==> config.mk <==
export PLATFORM = sky130hd
export DESIGN_NAME = func_sel_decoder
export DESIGN_NICKNAME = d
export VERILOG_FILES = /design/src/rtl/func_sel_pkg.sv /design/src/rtl/fsel_settle_timer.sv /design/src/rtl/func_sel_decoder.sv
export SDC_FILE = /design/constraint.sdc
export NUM_CORES = 1
export LEC_CHECK = 0
export ABC_AREA = 0
export CORE_MARGIN = 8
export CORE_UTILIZATION = 45
export CTS_BUF_LIST = sky130_fd_sc_hd__clkbuf_16
export DETAILED_ROUTE_END_ITERATION = 12
export HOLD_SLACK_MARGIN = 0.05
export PLACE_DENSITY = 0.74
export SLEW_MARGIN = 0
export SYNTH_ARGS = -nofsm -noshare
export SYNTH_HDL_FRONTEND = slang
export SYNTH_SLANG_ARGS = --single-unit
==> constraint.sdc <==
create_clock -name clk -period 1.9 [get_ports clk]
set_input_delay 0.475 -clock clk [delete_from_list [all_inputs] [get_ports clk]]
set_output_delay 0.475 -clock clk [all_outputs]
set_load 0.01 [all_outputs]
==> src/rtl/func_sel_pkg.sv <==
// Shared types and constants for the ALU function-select characteriser.
// Patterns step {a,b} through 00, 01, 10, 11.
package func_sel_pkg;

  localparam int CODE_W = 4;

  localparam logic [1:0] PAT_00 = 2'b00;
  localparam logic [1:0] PAT_01 = 2'b01;
  localparam logic [1:0] PAT_10 = 2'b10;
  localparam logic [1:0] PAT_11 = 2'b11;

  typedef enum logic [1:0] {
    IDLE,
    SETTLE,
    SAMPLE,
    DONE
  } state_t;

  typedef struct packed {
    logic [CODE_W-1:0] x;
    logic [CODE_W-1:0] y;
  } tt_t;

  function automatic logic [1:0] pat_ab(input logic [1:0] idx);
    logic [1:0] p;
    p = PAT_00;
    unique case (idx)
      2'd0: p = PAT_00;
      2'd1: p = PAT_01;
      2'd2: p = PAT_10;
      2'd3: p = PAT_11;
      default: p = PAT_00;
    endcase
    return p;
  endfunction

endpackage

==> src/rtl/fsel_settle_timer.sv <==
// Loadable down-counter timing how long each stimulus pattern settles.
// expire flags the last settle cycle (count of 1).
module fsel_settle_timer #(
  parameter int CNT_W = 4
) (
  input  logic             clk,
  input  logic             rst_n,
  input  logic             load,
  input  logic [CNT_W-1:0] load_val,
  input  logic             en,
  output logic             expire
);

  logic [CNT_W-1:0] cnt;

  always_ff @(posedge clk or negedge rst_n) begin
    if (!rst_n) begin
      cnt <= '0;
    end else if (load) begin
      cnt <= load_val;
    end else if (en && (cnt != '0)) begin
      cnt <= cnt - {{(CNT_W-1){1'b0}}, 1'b1};
    end
  end

  assign expire = (cnt == {{(CNT_W-1){1'b0}}, 1'b1});

endmodule

==> src/rtl/func_sel_decoder.sv <==
// Characterises an ALU function-generator slice by sweeping a/b and
// capturing x/y truth tables. Optional compare: FUNC_SEL_DECODER_CMP_EN.
module func_sel_decoder
  import func_sel_pkg::*;
#(
  parameter int SETTLE_CYCLES = 2,
  parameter int CNT_W         = 4
) (
  input  logic              clk,
  input  logic              rst_n,
  input  logic              start,
  input  logic              abort,
  output logic              stim_a,
  output logic              stim_b,
  input  logic              obs_x,
  input  logic              obs_y,
  output logic              busy,
  output logic              done,
  output logic [CODE_W-1:0] code_x,
  output logic [CODE_W-1:0] code_y,
  output logic              code_valid
`ifdef FUNC_SEL_DECODER_CMP_EN
  ,
  input  logic [CODE_W-1:0] exp_x,
  input  logic [CODE_W-1:0] exp_y,
  output logic              mismatch
`endif
);

  generate
    if (SETTLE_CYCLES < 1 || SETTLE_CYCLES > 15 ||
        SETTLE_CYCLES >= (1 << CNT_W)) begin : g_bad_param
      $error("func_sel_decoder: SETTLE_CYCLES out of range");
    end
  endgenerate

  localparam logic [CNT_W-1:0] LOAD_VAL = CNT_W'(SETTLE_CYCLES);

  state_t     state;
  logic [1:0] idx;
  tt_t        work;
  logic       t_load;
  logic       t_en;
  logic       expire;

  always_comb begin
    t_load = 1'b0;
    t_en   = 1'b0;
    unique case (state)
      IDLE:    t_load = start && !abort;
      SETTLE:  t_en   = 1'b1;
      SAMPLE:  t_load = !abort && (idx != 2'd3);
      default: t_load = 1'b0;
    endcase
  end

  fsel_settle_timer #(
    .CNT_W (CNT_W)
  ) u_timer (
    .clk      (clk),
    .rst_n    (rst_n),
    .load     (t_load),
    .load_val (LOAD_VAL),
    .en       (t_en),
    .expire   (expire)
  );

  always_ff @(posedge clk or negedge rst_n) begin
    if (!rst_n) begin
      state      <= IDLE;
      idx        <= 2'd0;
      stim_a     <= 1'b0;
      stim_b     <= 1'b0;
      busy       <= 1'b0;
      done       <= 1'b0;
      work       <= '0;
      code_x     <= '0;
      code_y     <= '0;
      code_valid <= 1'b0;
    end else begin
      done <= 1'b0;
      unique case (state)
        IDLE: begin
          if (start && !abort) begin
            state            <= SETTLE;
            idx              <= 2'd0;
            {stim_a, stim_b} <= pat_ab(2'd0);
            busy             <= 1'b1;
          end
        end
        SETTLE: begin
          if (abort) begin
            state            <= IDLE;
            {stim_a, stim_b} <= PAT_00;
            busy             <= 1'b0;
          end else if (expire) begin
            state <= SAMPLE;
          end
        end
        SAMPLE: begin
          if (abort) begin
            state            <= IDLE;
            {stim_a, stim_b} <= PAT_00;
            busy             <= 1'b0;
          end else begin
            work.x[idx] <= obs_x;
            work.y[idx] <= obs_y;
            if (idx == 2'd3) begin
              state            <= DONE;
              {stim_a, stim_b} <= PAT_00;
              busy             <= 1'b0;
              done             <= 1'b1;
            end else begin
              state            <= SETTLE;
              idx              <= idx + 2'd1;
              {stim_a, stim_b} <= pat_ab(idx + 2'd1);
            end
          end
        end
        DONE: begin
          // abort is deliberately ignored so a finished sweep always lands
          code_x     <= work.x;
          code_y     <= work.y;
          code_valid <= 1'b1;
          state      <= IDLE;
        end
        default: state <= IDLE;
      endcase
    end
  end

`ifdef FUNC_SEL_DECODER_CMP_EN
  always_ff @(posedge clk or negedge rst_n) begin
    if (!rst_n) begin
      mismatch <= 1'b0;
    end else if (state == DONE) begin
      mismatch <= (work.x != exp_x) | (work.y != exp_y);
    end
  end
`endif

endmodule
==> impl_summary.txt <==
----------------------------------------------------
[Status]
  Run status ... finished, final reports clean

[Worst setup path]
  Critical R2R Capture ... u_timer.cnt[3]
  Startpoint types ... flip-flop
  Required time of the critical path ... ~2.1 ns
  Crit path to ... u_timer.cnt[3]
  Reg2reg setup slack ... roughly 0.091 ns
  Crit path buffers/inverters ... 1
  Top fanout value on the critical path ... 6
  WP depth ... 5
  Type of the worst setup path ... reg -> reg
  Type of element capturing the critical path ... flip-flop
  Critical path's top delay family ... simple AND/OR/NAND/NOR gates
  Delay contributed by the slowest stage of the critical path ... 0.46 ns
  Crit-path slowest cell ... sky130_fd_sc_hd__or4b_1
  Logic depth of the worst register-to-register path ... 5
  Origin of the critical flop-to-flop path ... state[1]
  Cells along the critical path ... inv_1 -> ha_2 -> or4b_1 -> or3_1 -> a21oi_2
  Data arrival time of the critical path ... 2.00 ns
  Worst setup startpoint ... state[1]

[Layout]
  Final instance count without filler cells ... 191
  Area overhead of the layout relative to synthesis ... 27.9%
  Fraction of final layout cells sized beyond drive strength 1 ... 0.224
  End-of-flow core utilization ... 0.606
  Number of antenna cells inserted ... 0
  Fin nets ... between 150 and 200
  Post-route design area ... 1850 sq um

[Timing]
  Unrepaired setup endpoints after global routing ... yes
  Worst clock skew ... approximately 0.0023 ns
  Tmin final ... 1.81 ns
  Slew Limit Fails ... 0
  Slew at the pin with the worst max-slew slack ... 0.405 ns
  Peak Freq ... roughly 0.55 GHz
  Number of endpoints failing setup at the final stage ... 0
  TNS Setup ... 0 ns
  Hold Fails Final Rpt ... 0
  Fraction of the cycle the final worst path needs ... 0.952
  Max transition margin ... 0.729

[GRT]
  Pin count of the biggest net entering global routing ... 30
  Vias in the first global route ... 1007
  Overflow after GRT ... 0
  Antenna violations before repair ... 0
  Gr usage total ... 0.106
  First-pass GRT wire length ... 4360 microns

[Routing]
  Final routed DRC violation total ... 0
  1st-iter DRT viols ... just under 50
  Number of nets with antenna violations after detailed routing ... 0
  Via-to-Cell Ratio ... 4.86
  Drt first pass iters ... 4
  Vias after detailed routing ... 928
  Wirelength, routed ... 2510 microns
  Wire length per cell after detailed routing ... around 13 microns

[Power]
  Internal power ... 1.85 mW
  Gate power share ... 0.362
  Fraction of power consumed by sequential logic ... 0.369
  Net switching power of the design ... between 800 and 900 uW
  Clock power frac ... 0.269
  Leakage ... just under 0.9 nW
  Proportion of total power due to net switching ... 0.303
  Total power after layout ... between 2 and 3 mW
  Worst voltage drop across the vdd grid ... 720 uV
  Pwr dens ... roughly 1400 nW/um^2

[Floorplan]
  Die ar. ... about 5300 sq um
  Num rows ... 20
  Starting density of the core ... 0.474
  Boundary Pins ... 19
  Die Ht ... 72.7 microns
  Chip width ... 72.7 microns
  Area of the core region ... approximately 3100 sq um

[Hold path]
  Hold Path Class ... reg -> reg

[Clocking]
  Num CTS Buffers ... 5
  TritonCTS clock tree ... yes
  Max Buffers Root-to-Sink ... 2
  Skew-Pair Late Insertion Delay ... 0.26 ns
  Count of clock tree sinks ... 29
  Reg clk slew, reported paths ... 0.05 ns
  Count of buffers added by post-CTS timing repair for setup ... 0
  Cell chosen for the clock root ... sky130_fd_sc_hd__clkbuf_16
  Number of levels the H-tree was split into ... 2

[Synthesis]
  Count of distinct cell types in the synthesized netlist ... 30
  Mapped Cells ... between 100 and 150
  Synthesized net count ... 138
  Mean instance size in the synthesized netlist ... 12.3 sq um
  Sequential fraction of the synthesis area ... 0.502
  Number of storage elements in the synthesis netlist ... 29
  Mapped Area ... 1450 sq um
  Synthesis Warnings ... 0

[Run]
  Max cap viols ... 0

[Placed design]
  DP Wirelength ... 1920 microns
  Routability congestion estimate from global placement ... 0.769
  Cell count after placement ... 183
  Port buffer count ... 18
  Post-detailed-placement cell area ... 1710 sq um

----------------------------------------------------
-- power groups by stage --
stage / Sequential (mW) / Combinational, mW / Clock, mW
floorplan: 1.00 / 0.560 / 0
global placement: 0.971 / 0.945 / 0
detailed placement: 0.985 / 0.969 / 0
CTS: 0.979 / 0.975 / 0.733
global route: 1.01 / 1.06 / 0.766
finish: 0.977 / 0.959 / 0.711
-- how the worst min path moves through the flow --
stage	from	to	slack, ns	cells past startpoint
3_3_place_gp	code_valid	code_valid	0.45	1
6_report	code_valid	code_valid	0.46	1
5_1_grt	code_valid	code_valid	0.48	1
3_5_place_dp	code_valid	code_valid	0.45	1
4_1_cts	code_valid	code_valid	0.47	1
2_1_floorplan	rst_n	busy	0.18	0
-- flip-flops by register name, indices dropped and copies added (netlist names) --
register     count
busy             1
code_valid       1
code_x           4
code_y           4
done             1
idx              2
state            2
stim_a           1
stim_b           1
u_timer.cnt      4
work             8
-- Yosys cell counts, drive strengths merged --
master    n  area (sq um)
a2111oi   1          10.0
a211oi    1          12.5
a21o      1          7.51
a21oi     5          28.8
a221o     1          10.0
a22oi     1          7.51
and2      1          6.26
and2b     1          7.51
clkbuf    1          3.75
dfrtp    29           726
ha       14           175
inv      11          41.3
mux2     18           203
mux2i     5          50.1
nand2     9          33.8
nand2b    3          18.8
nand3     2          10.0
nor2      1          3.75
nor2b     1          8.76
nor3      1          5.00
nor3b     2          15.0
o21ai     3          15.0
or2       1          6.26
or3       1          6.26
or3b      2          17.5
or4       1          7.51
or4b      1          10.0
-- repair_timing --
item | in CTS | in global routing
hold endpoints to repair | 0 | 0
resized for setup | 0 | 1
endpoints found under the setup margin | 0 | 1
hold buffers | 0 | 0
-- kinds of logic (layout without fill, tap and decap cells) --
kind of cell	count (synthesis)	in the layout	share of synthesized area
AOI/OAI and AO/OA	13	13	0.0632
adders and majority gates	14	14	0.121
DFF	29	29	0.502
buffers and inverters	12	41	0.0311
muxes	23	23	0.175
and+or+nand+nor	27	27	0.108
-- per-layer routing --
metal / global-route usage / up-vias / part of all wire
li1: - / 459 / -
met1: 0.109 / 454 / 0.43
met2: 0.181 / 13 / 0.52
met3: 0.0440 / 2 / 0.035
met4: 0.0533 / 0 / 0.011
met5: 0 / - / 0
-- through the flow --
stage	setup slack (ns)	hold WS, ns
3_3_place_gp	-0.00173	0.450
2_1_floorplan	0.220	0.179
4_1_cts	0.0573	0.467
5_1_grt	-0.00676	0.476
3_5_place_dp	-0.0379	0.452
6_report	0.0911	0.462
-- cell type report --
cell class | count | area [sq um]
fill | 256 | 1200
clock buffer | 5 | 125
tap | 44 | 55.1
inverter | 11 | 41.3
timing repair buffer | 22 | 210
sequential | 29 | 726
clock inverter | 3 | 13.8
multi-input combinational | 77 | 678
-- placed cells by master, fill, tap and decap left out, types with 2 or more instances in the layout --
| cell type | netlist | layout |
|---|---|---|
| sky130_fd_sc_hd__nand2_1 | 9 | 9 |
| sky130_fd_sc_hd__mux2i_1 | 5 | 5 |
| sky130_fd_sc_hd__mux2_1 | 2 | 2 |
| sky130_fd_sc_hd__mux2_2 | 16 | 16 |
| sky130_fd_sc_hd__dfrtp_1 | 29 | 29 |
| sky130_fd_sc_hd__ha_1 | 14 | 13 |
| sky130_fd_sc_hd__clkbuf_16 | 0 | 5 |
| sky130_fd_sc_hd__nand3_1 | 2 | 2 |
| sky130_fd_sc_hd__inv_1 | 11 | 12 |
| sky130_fd_sc_hd__nor3b_1 | 2 | 2 |
| sky130_fd_sc_hd__o21ai_0 | 3 | 3 |
| sky130_fd_sc_hd__clkdlybuf4s50_1 | 0 | 18 |
| sky130_fd_sc_hd__clkinv_2 | 0 | 2 |
| sky130_fd_sc_hd__buf_4 | 0 | 4 |
| sky130_fd_sc_hd__nand2b_1 | 3 | 3 |
| sky130_fd_sc_hd__a21oi_1 | 4 | 4 |
Power figures use the tool's default switching activity.
==> variant: new RTL, same flow settings <==
The 4 states of `state_t` get a Gray code encoding in 2 bits.
--- a/src/rtl/func_sel_pkg.sv
+++ b/src/rtl/func_sel_pkg.sv
@@ -10,10 +10,10 @@
   localparam logic [1:0] PAT_11 = 2'b11;
 
   typedef enum logic [1:0] {
-    IDLE,
-    SETTLE,
-    SAMPLE,
-    DONE
+    IDLE   = 2'b00,
+    SETTLE = 2'b01,
+    SAMPLE = 2'b11,
+    DONE   = 2'b10
   } state_t;
 
   typedef struct packed {
Behaviour: no difference found for any inputs over 10 cycles, from zero or initial values and one cycle with rst_n low; not proved beyond that.
==> variant against the original RTL <==
  * Worst setup slack improved by 0.15 ns
  * Utilization barely moved
  * Final area fell by 0.74%
  * Power rose by 6.1%
  * Hold slack improved by 0.0018 ns
  * Highest routed layer unchanged
  * Via count rose by 0.97%
  * Sequential cell count did not move
  * Routed wire length fell by 0.12%
  * Area after synthesis fell by 1.2%
==> variant: results (changes against the original RTL) <==
Tightest Pin Transition = 0.405 ns (about the same)
Leakage = 0.878 nW (was 0.892 nW)
Reg power frac = 0.353 (was 0.369)
worst reg2reg path endpoint = stim_b (was u_timer.cnt[3])
Post-synth top cells = dfrtp_1 (29), mux2_2 (18), ha_1 (14) (was dfrtp_1 (29), mux2_2 (16), ha_1 (14))
met2 wire len = 1040 µm (was 1310 µm)
Worst path max stage delay = 0.42 ns (was 0.46 ns)
Internal = 1.90 mW (was 1.85 mW)
chip width = 72.4 µm (was 72.7 µm)
GPL Wtd Cong = 0.812 (was 0.769)
slowest stage cell, crit path = dfrtp_1 (was or4b_1)
Clock Power Share = 0.256 (was 0.269)
sequential area share after synthesis = 0.508 (was 0.502)
layout cell share with drive strength beyond 1 = 0.221 (was 0.224)
M1 GR Usage = 0.115 (was 0.109)
hpwl dp = 1900 µm (was 1920 µm)
grt met3 use = 0.0647 (was 0.0440)
global-route wire length before repair = 4330 µm (was 4360 µm)
clock skew = 0.00174 ns (was 0.00226 ns)
met3 wire len = 260 µm (was 89 µm)
Critical Path AT = 1.81 ns (was 2.00 ns)
r2r setup slk = 0.24 ns (was 0.09 ns)
vias in the first global route = 957 (was 1007)
Ys Warns = 0 (unchanged)
count of cell types in the netlist = 27 (was 30)
Total GRT Usage = 0.109 (was 0.106)
run status = completed (unchanged)
Crit path max-delay family = flip-flops (was simple AND/OR/NAND/NOR gates)
met2 Track Usage GR = 0.165 (was 0.181)
Routed WL per cell = 13.0 µm (was 13.1 µm)
via count = 937 (was 928)
Area contributors post-synth = dfrtp_1 (51%), mux2_2 (14%), ha_1 (12%), nand2_1 (2.9%), inv_1 (2.6%) (was dfrtp_1 (50%), mux2_2 (12%), ha_1 (12%), mux2i_1 (3.5%), inv_1 (2.9%))
Fill cells = 255 (was 256)
critical path fanouts, max = 5 (was 6)
VDD IR max = 0.830 mV (was 0.720 mV)
variant: cell count changes after synthesis, sizes merged, moves of 2 or more:
cell,delta
a21oi,-3
mux2i,-4
nand2,+2
nor2,+6
nor3,+2
nor3b,-2
xor2,+2
variant: final cells by class:
| type | instances | area (µm²) | share of cell area |
|---|---|---|---|
| clock buffers | 5 | 125 | 0.0682 |
| clock inverters | 3 | 12.5 | 0.00682 |
| inverters | 10 | 37.5 | 0.0204 |
| multi-input cells | 79 | 662 | 0.361 |
| flip-flops and latches | 29 | 726 | 0.395 |
| well taps | 44 | 55.1 | 0.0300 |
| repair buffers | 23 | 218 | 0.119 |
variant: how the worst min path moves through the flow:
| stage | slack (ns) | cells past startpoint | to |
|---|---|---|---|
| 2_1_floorplan | 0.18 | 0 | busy |
| 3_3_place_gp | 0.45 | 1 | code_valid |
| 3_5_place_dp | 0.45 | 1 | code_valid |
| 4_1_cts | 0.47 | 1 | code_valid |
| 5_1_grt | 0.50 | 1 | code_valid |
| 6_report | 0.46 | 1 | code_valid |
variant: cells by family (layout without fill, tap and decap cells):
logic type	count (synthesis)	in the layout	share of synthesized area
XOR/XNOR	3	3	0.0184
AND/OR/NAND/NOR	31	31	0.109
buffers and inverters	11	41	0.0289
flip-flops	29	29	0.508
adder cells (fa/ha/maj)	14	14	0.123
multiplexers	19	19	0.149
AO/OA/AOI/OAI	12	12	0.0648
variant: through the flow:
stage / instance area (µm²) / power (mW) / worst slack [ns] / cells
5_1_grt: 1840 / 3.02 / 0.120 / 193
2_1_floorplan: 1430 / 1.69 / 0.290 / 119
6_report: 1840 / 2.81 / 0.243 / 193
3_3_place_gp: 1700 / 2.05 / 0.0212 / 185
4_1_cts: 1840 / 2.85 / 0.239 / 193
3_5_place_dp: 1700 / 2.11 / -0.0207 / 185
